**config.mk**
```make
export PLATFORM = sky130hd
export DESIGN_NAME = player_stepper
export DESIGN_NICKNAME = d
export VERILOG_FILES = /design/src/rtl/player_stepper.sv
export SDC_FILE = /design/constraint.sdc
export NUM_CORES = 1
export LEC_CHECK = 0
export ABC_AREA = 1
export CORE_ASPECT_RATIO = 0.5
export CORE_MARGIN = 4
export CORE_UTILIZATION = 47
export CTS_BUF_LIST = sky130_fd_sc_hd__clkbuf_4 sky130_fd_sc_hd__clkbuf_8 sky130_fd_sc_hd__clkbuf_16
export DETAILED_ROUTE_END_ITERATION = 6
export MAX_ROUTING_LAYER = met4
export PLACE_DENSITY_LB_ADDON = 0.2
export SLEW_MARGIN = 10
export SYNTH_ARGS = -nofsm -noshare
export SYNTH_HDL_FRONTEND = slang
export SYNTH_SLANG_ARGS = --single-unit
export TNS_END_PERCENT = 1
```
**constraint.sdc**
```tcl
create_clock -name clk -period 5.1 [get_ports clk]
set_clock_uncertainty 0.1 [all_clocks]
set_input_delay 1.02 -clock clk [delete_from_list [all_inputs] [get_ports clk]]
set_output_delay 1.02 -clock clk [all_outputs]
set_load 0.005 [all_outputs]
```
**src/rtl/player_stepper.sv**
```systemverilog
// Per-player light-cycle movement engine: steps a one-hot X/Y position once per game
// tick, exposes the vacated cell as the new trail cell, and handles crash/reload.
module player_stepper #(
  parameter int unsigned GRID_W    = 32,
  parameter int unsigned GRID_H    = 32,
  parameter int unsigned TICK_DIV  = 4,
  parameter int unsigned START_X   = 16,
  parameter int unsigned START_Y   = 16,
  parameter logic [1:0]  START_DIR = 2'b01
) (
  input  logic              clk,
  input  logic              clrn,
  input  logic              start,
  input  logic [1:0]        dir_req,
  input  logic              dir_valid,
  input  logic              hit,
  output logic [GRID_W-1:0] loc_x,
  output logic [GRID_H-1:0] loc_y,
  output logic [GRID_W-1:0] wall_x,
  output logic [GRID_H-1:0] wall_y,
  output logic              step_en,
  output logic [1:0]        state,
  output logic              crashed
);

  localparam int unsigned       CNT_W    = (TICK_DIV > 1) ? $clog2(TICK_DIV) : 1;
  localparam logic [CNT_W-1:0]  CNT_LAST = CNT_W'(TICK_DIV - 1);
  localparam logic [GRID_W-1:0] HOME_X   = GRID_W'(1) << START_X;
  localparam logic [GRID_H-1:0] HOME_Y   = GRID_H'(1) << START_Y;

  localparam logic [1:0] DIR_UP    = 2'b00;
  localparam logic [1:0] DIR_RIGHT = 2'b01;
  localparam logic [1:0] DIR_DOWN  = 2'b10;
  localparam logic [1:0] DIR_LEFT  = 2'b11;

  typedef enum logic [1:0] {
    ST_IDLE  = 2'b00,
    ST_RUN   = 2'b01,
    ST_CRASH = 2'b10
  } state_t;

  state_t            state_q, state_d;
  logic [1:0]        dir_q, dir_d;
  logic [1:0]        pend_q, pend_d;
  logic [CNT_W-1:0]  cnt_q, cnt_d;
  logic [GRID_W-1:0] loc_x_d, wall_x_d;
  logic [GRID_H-1:0] loc_y_d, wall_y_d;
  logic              step_en_d;
  logic              crashed_d;

  logic [1:0]        pend_acc;
  logic              off_grid;
  logic [GRID_W-1:0] moved_x;
  logic [GRID_H-1:0] moved_y;

  assign state = state_q;

  // Heading to use at the coming tick: a request in this very cycle still counts.
  always_comb begin
    pend_acc = pend_q;
    if (dir_valid && (dir_req != (dir_q ^ 2'b10))) begin
      pend_acc = dir_req;
    end
  end

  // Candidate move in the pending heading, and whether it would leave the grid.
  always_comb begin
    moved_x  = loc_x;
    moved_y  = loc_y;
    off_grid = 1'b0;
    case (pend_acc)
      DIR_UP: begin
        moved_y  = loc_y >> 1;
        off_grid = loc_y[0];
      end
      DIR_RIGHT: begin
        moved_x  = loc_x << 1;
        off_grid = loc_x[GRID_W-1];
      end
      DIR_DOWN: begin
        moved_y  = loc_y << 1;
        off_grid = loc_y[GRID_H-1];
      end
      DIR_LEFT: begin
        moved_x  = loc_x >> 1;
        off_grid = loc_x[0];
      end
      default: begin
        moved_x  = loc_x;
        moved_y  = loc_y;
        off_grid = 1'b0;
      end
    endcase
  end

  // Next-state and next-output logic.
  always_comb begin
    state_d   = state_q;
    dir_d     = dir_q;
    pend_d    = pend_q;
    cnt_d     = cnt_q;
    loc_x_d   = loc_x;
    loc_y_d   = loc_y;
    wall_x_d  = wall_x;
    wall_y_d  = wall_y;
    step_en_d = 1'b0;

    case (state_q)
      ST_IDLE: begin
        if (start) begin
          state_d = ST_RUN;
          cnt_d   = '0;
        end
      end

      ST_RUN: begin
        pend_d = pend_acc;
        if (hit) begin
          state_d = ST_CRASH;
        end else if (cnt_q == CNT_LAST) begin
          cnt_d = '0;
          dir_d = pend_acc;
          if (off_grid) begin
            state_d = ST_CRASH;
          end else begin
            wall_x_d  = loc_x;
            wall_y_d  = loc_y;
            loc_x_d   = moved_x;
            loc_y_d   = moved_y;
            step_en_d = 1'b1;
          end
        end else begin
          cnt_d = cnt_q + CNT_W'(1);
        end
      end

      ST_CRASH: begin
        if (start) begin
          state_d  = ST_IDLE;
          loc_x_d  = HOME_X;
          loc_y_d  = HOME_Y;
          wall_x_d = '0;
          wall_y_d = '0;
          dir_d    = START_DIR;
          pend_d   = START_DIR;
        end
      end

      default: begin
        state_d = ST_IDLE;
      end
    endcase

    crashed_d = (state_d == ST_CRASH);
  end

  // State and output registers.
  always_ff @(posedge clk or posedge clrn) begin
    if (clrn) begin
      state_q <= ST_IDLE;
      dir_q   <= START_DIR;
      pend_q  <= START_DIR;
      cnt_q   <= '0;
      loc_x   <= HOME_X;
      loc_y   <= HOME_Y;
      wall_x  <= '0;
      wall_y  <= '0;
      step_en <= 1'b0;
      crashed <= 1'b0;
    end else begin
      state_q <= state_d;
      dir_q   <= dir_d;
      pend_q  <= pend_d;
      cnt_q   <= cnt_d;
      loc_x   <= loc_x_d;
      loc_y   <= loc_y_d;
      wall_x  <= wall_x_d;
      wall_y  <= wall_y_d;
      step_en <= step_en_d;
      crashed <= crashed_d;
    end
  end

endmodule

```
Yosys cells after proc, flatten, opt, wreduce, memory -nomap -nowiden
Cells that the tools add are included.
{ "classes": {"n_mux": 41, "n_reduce_logical": 11, "add_sub_neg": 1, "n_eq_ne": 15, "bitwise": 1} }
{ "op_table": {"columns": ["op", "count"], "rows": [
  ["two-way mux 32 bit", 14],
  ["one-hot mux 32 bit (2 select lines)", 6],
  ["two-way mux 2 bit", 12],
  ["one-hot mux 2 bit (2 select lines)", 3],
  ["AND reduction 6 bit", 2],
  ["equality test 2 bit, second input constant", 5],
  ["!= test 2 bit, second input constant", 5],
  ["!= test 3 x 1 -> 1 bit, second input constant", 2],
  ["one-hot mux 2 bit (3 select lines)", 1],
  ["AND reduction 5 bit", 1],
  ["equality test 2 x 1 -> 1 bit, second input constant", 2],
  ["zero test 2 bit", 2],
  ["two-way mux 1 bit", 4],
  ["one-hot mux 1 bit (4 select lines)", 1],
  ["AND reduction 4 bit", 1],
  ["nonzero test 2 bit", 2],
  ["AND reduction 3 bit", 1],
  ["adder 2 x 1 -> 2 bit, second input constant", 1],
  ["!= test 2 bit", 1],
  ["AND reduction 2 bit", 1],
  ["logical AND 1 bit", 1],
  ["NOT 1 bit", 1]
]} }
{ "word_totals": {"output_inout_bits": 132, "word_cells": 79, "register_bits": 138, "input_bits": 7} }

Logic depth before layout (Yosys ltp)
{ "logic_depth": {"ltp_word": 11, "mapped_depth": 16, "depth_no_buf": 14} }

Least setup slack after synthesis
No wires, ideal clock.
{ "synth_path": {"kind": "input to register", "from": "in dir_req[0]", "to": "reg loc_x[10]", "t_arrival_ps": 2276, "path_slack_ps": 2607, "setup_ps": 117, "stages": 14, "path_cell_list": "inv_2 > nand2_1 > nand2_1 > nand2_2 > nand2_2 > nand2_1 > nand2_1 > buf_2 > clkbuf_1 > nand3_1 > nand2_1 > nor2_1 > nand4_1 > nand2_1"} }
{ "synth_via": {"elab_chain_cells": 9, "word_cells_on_any_way": 16, "classes_between": "eq/ne (6); mux (7); reduce/logical (3)"} }
{ "synth_lines": {"columns": ["element", "line_no", "source"], "rows": [
  ["start, declared", "14", "input logic [1:0] dir_req,"],
  ["!= test 2 bit", "61", "if (dir_valid && (dir_req != (dir_q ^ 2'b10))) begin"],
  ["logical AND 1 bit", "61", null],
  ["two-way mux 2 bit *", "61", null],
  ["equality test 2 bit or equality test 2 x 1 -> 1 bit (tied branches)", "71", "case (pend_acc)"],
  ["one-hot mux 32 bit (2 select lines)", "71", null],
  ["two-way mux 32 bit", "123", "if (off_grid) begin"],
  ["two-way mux 32 bit", "120", "end else if (cnt_q == CNT_LAST) begin"],
  ["two-way mux 32 bit", "118", "if (hit) begin"],
  ["one-hot mux 32 bit (2 select lines)", "108", "case (state_q)"],
  ["end signal, assigned", "175", "loc_x <= loc_x_d;"],
  ["end, declared", "17", "output logic [GRID_W-1:0] loc_x,"]
]} }
Every way passes the cells marked *; elsewhere a longest branch is shown, timed or not. The select of a mux whose other input is x is not followed.
A chain may end at the register's enable or synchronous reset.

Worst setup path in the final report
{ "layout_path": {"from": "in dir_req[1]", "to": "reg wall_x[6]"} }
{ "layout_via": {"elab_chain_cells": 7, "word_cells_on_any_way": 10, "classes_between": "eq/ne (5); mux (2); reduce/logical (3)"} }
{ "layout_lines": {"columns": ["element", "line_no", "source"], "rows": [
  ["!= test 2 bit", "61", null],
  ["logical AND 1 bit", "61", null],
  ["two-way mux 2 bit *", "61", null],
  ["equality test 2 bit, or another cell as far along", "71", null],
  ["one-hot mux 1 bit (4 select lines) *", "71", null],
  ["!= test 2 bit (no source line) *", null, null],
  ["AND reduction 5 bit (no source line) *", null, null],
  ["end signal, assigned", "177", "wall_x <= wall_x_d;"],
  ["end, declared", "19", "output logic [GRID_W-1:0] wall_x,"]
]} }
Every way passes the cells marked *; elsewhere a longest branch is shown, timed or not.

==> reports/qor.yml <==
status:
  outcome: "completed"
yosys:
  yosysWarnings: 0
  yosysTopAreaCell: "dfrtp_1"
  synth_fa_ha_area_share_pct: 0.177
  synth-compound-area-share_pct: 6.28
  synth_seq_cells: 138
  syn_inst: 968
  syn_area_per_cell_um2: 7.29
  yosys-top-cells-area: "dfrtp_1 (48%), nand2_1 (20%), nand4_1 (5.7%), inv_1 (4.6%), nand3_1 (3.9%)"
  syn-num-nets: 976
  yosysSeqAreaShare_pct: 49.0
  netlist.area_leader.share_pct: 47.5
  netlist_area_mm2: 0.00706
  synth_xor_area_share_pct: 0
  synthMuxAreaShare_pct: 0
  yosysUniqueCellTypes: 23
  synth-simple-area-share_pct: 35.0
  synth_top_family_by_area: "simple AND/OR/NAND/NOR gates"
setup_path:
  path_cells: "clkdlybuf4s50_1, inv_1, nand2_1, nand2_1, nand2_2, nand2_2, nand2_1, nand2_2, inv_2, nand2_1, nand3_2, nand3_2, nand2_4, buf_12, o21ai_0"
  crit_top_cell: "nand2_1"
  critPathLaunchType: "input pin"
  arrival_ps: 4010
  crit_fanout: 75
  worstSetupPathType: "in2reg"
  crit_path_end_kind: "register"
  crit_slowest_cell: "nand2_4"
  r2r-end: "loc_x[3]$_DFFE_PP0P_"
  crit-reg2reg-launch: "state[0]$_DFF_PP0_"
  worst_path_largest_cell_delay_ps: 550
  required_ps: 5270
  r2r_slack_ps: 1550
  reg2reg_depth: 9
floorplan:
  dieWidth_um: 181
  dieHeight_um: 94.7
  initial_utilization_pct: 48.4
  io_pins: 139
  core_mm2: 0.0146
  die_area_mm2: 0.0172
  rows: 31
drt:
  firstDrtPassIters: 6
  first_iter_violations: 621
  drtAntennaViolNets: 0
  viasPerCell: 5.12
  drc: 0
  routed_wl_mm: 18.4
  wl_per_cell_um: 14.3
  vias: 6572
sta:
  maxSlewViolCount: 0
  hold_viol: 0
  max_freq_mhz: 261
  setup_slack_ps: 1260
  fin_crit_sh_pct: 75.2
  worst_slew_pin_slew_ps: 1070
  setup_viol: 0
  min_period_ps: 3840
  finalSetupTns_ps: 0
  rsz0062_at_grt: "false"
  relSlewSlack_pct: 28.9
grt:
  grt_antenna_before_repair: 0
  grt_use_total_pct: 22.4
  overflow: 0
  grt_pass1_wl_mm: 31.1
  grt_max_degree: 83
  grt_pass1_vias: 6230
placed_design:
  dp_hpwl_mm: 11.7
  gp_congestion: 0.804
  place.port_buffers: 138
  dp_cells: 1251
  place_ws_ps: 863
clock_tree:
  clock-sinks: 138
  clk_pin_slew_ps: 60
  htreeDepth: 4
  cts_buffers: 17
  cts_tree: "built"
  postCtsResizedCells: 0
  root_buffer: "clkbuf_16"
  cts_hold_buf: 0
  cts_setup_buffers: 0
  cts_buffer_depth: 2
  clkLatencyLatePin_ps: 410
hold_path:
  hold_end: "wall_x[20]$_DFFE_PP0P_"
  worstHoldPathType: "reg2reg"
  holdPathStages: 2
  worstHoldStart: "wall_x[20]$_DFFE_PP0P_"
job:
  drv_cap: 0
layout:
  finalNonFillerCells: 1283
  antenna_cells: 0
  nets: 1080
  area_growth_pct: 28.5
  drive_gt1_share_pct: 6.18
power_and_ir_drop:
  p_leak_nw: 4.53
  ir_drop_mv: 0.388
  p_per_area_mw_per_mm2: 676
## area by class of cell
class | count | area (µm²)
Fill cell | 1320 | 5510
Sequential cell | 138 | 3460
Multi-Input combinational cell | 673 | 2950
Timing Repair Buffer | 153 | 1510
Clock buffer | 20 | 454
Inverter | 89 | 339
Tap cell | 198 | 248
Clock inverter | 12 | 115
## where the power goes
group / switching [mW] / total (mW) / internal [mW]
Sequential: 0.357 / 1.90 / 1.54
Combinational: 1.75 / 3.05 / 1.30
Clock: 0.487 / 1.19 / 0.700
## critical path: cells and delay by family
family,cells,cell delay (ps)
simple gates,10,1700
buf+inv,4,1090
compound gates,1,160
## worst max path at each step
stage,startpoint,end,slack [ps]
2_1_floorplan,clrn,cnt_q[0]$_DFFE_PP0P_,290
3_3_place_gp,dir_req[1],wall_x[23]$_DFFE_PP0P_,1000
3_5_place_dp,dir_req[1],wall_x[6]$_DFFE_PP0P_,860
4_1_cts,dir_req[1],loc_x[3]$_DFFE_PP0P_,1270
5_1_grt,dir_req[1],wall_x[15]$_DFFE_PP0P_,860
6_report,dir_req[1],wall_x[6]$_DFFE_PP0P_,1260
## registers in the layout, indices dropped and copies added, names as in the netlist
signal,count
loc_x,32
wall_y,32
wall_x,32
dir_q,2
crashed,1
loc_y,32
pend_q,2
cnt_q,2
state,2
step_en,1
## layer usage
metal	global-route usage (%)	share of wire (%)	vias up
met3	3.81	4.7	14
met4	4.93	0.76	0
met2	35.8	47	188
met1	30.5	47	3088
met5	-	0	-
li1	-	-	3282
## cell families after synthesis
logic type / Yosys count
flip-flops: 138
adder cells (fa/ha/maj): 1
AND/OR/NAND/NOR: 584
buffers and inverters: 157
AO/OA/AOI/OAI: 88
## metrics by stage
step	cell area [µm²]	util (%)	power (mW)	hold WS, ps
floorplan	7060	-	3.72	359
global placement	8500	58.3	4.88	362
detailed placement	8500	58.3	4.96	373
CTS	9070	62.2	6.17	387
global route	9070	62.2	6.66	408
finish	9070	62.2	6.13	382
## Yosys cell counts (all sizes together)
cell    number
a21oi        2
buf         44
clkbuf      24
dfrtp      134
dfstp        4
ha           1
inv         89
nand2      390
nand3       58
nand3b       4
nand4       64
nor2        67
nor3b        1
o21ai       84
o22ai        2
## cell usage in the layout (no fill, tap or decap)
| cell type | netlist | final |
|---|---|---|
| nand2_1 | 385 | 384 |
| clkdlybuf4s50_1 | 0 | 138 |
| dfrtp_1 | 134 | 134 |
| inv_1 | 87 | 85 |
| nor2_1 | 66 | 65 |
| nand4_1 | 64 | 64 |
| nand3_1 | 55 | 55 |
| o21ai_0 | 54 | 54 |
| o21ai_1 | 30 | 30 |
| clkbuf_16 | 0 | 17 |
| buf_4 | 3 | 14 |
| clkinvlp_4 | 0 | 6 |
| nand2_2 | 5 | 5 |
| inv_6 | 0 | 5 |
| nand3b_1 | 4 | 4 |
| dfstp_2 | 4 | 4 |
| inv_2 | 2 | 3 |
| nand3_2 | 3 | 3 |
| o22ai_1 | 2 | 2 |
| a21oi_1 | 2 | 2 |
| clkbuf_4 | 0 | 2 |
| nor2_2 | 1 | 1 |
| nor2_4 | 0 | 1 |
| nor3b_2 | 0 | 1 |
| nand2_4 | 0 | 1 |
| ha_1 | 1 | 1 |
| clkinv_2 | 0 | 1 |
| clkbuf_8 | 0 | 1 |
| bufinv_16 | 0 | 1 |
| buf_12 | 0 | 1 |
(Power assumes the default switching activity.)
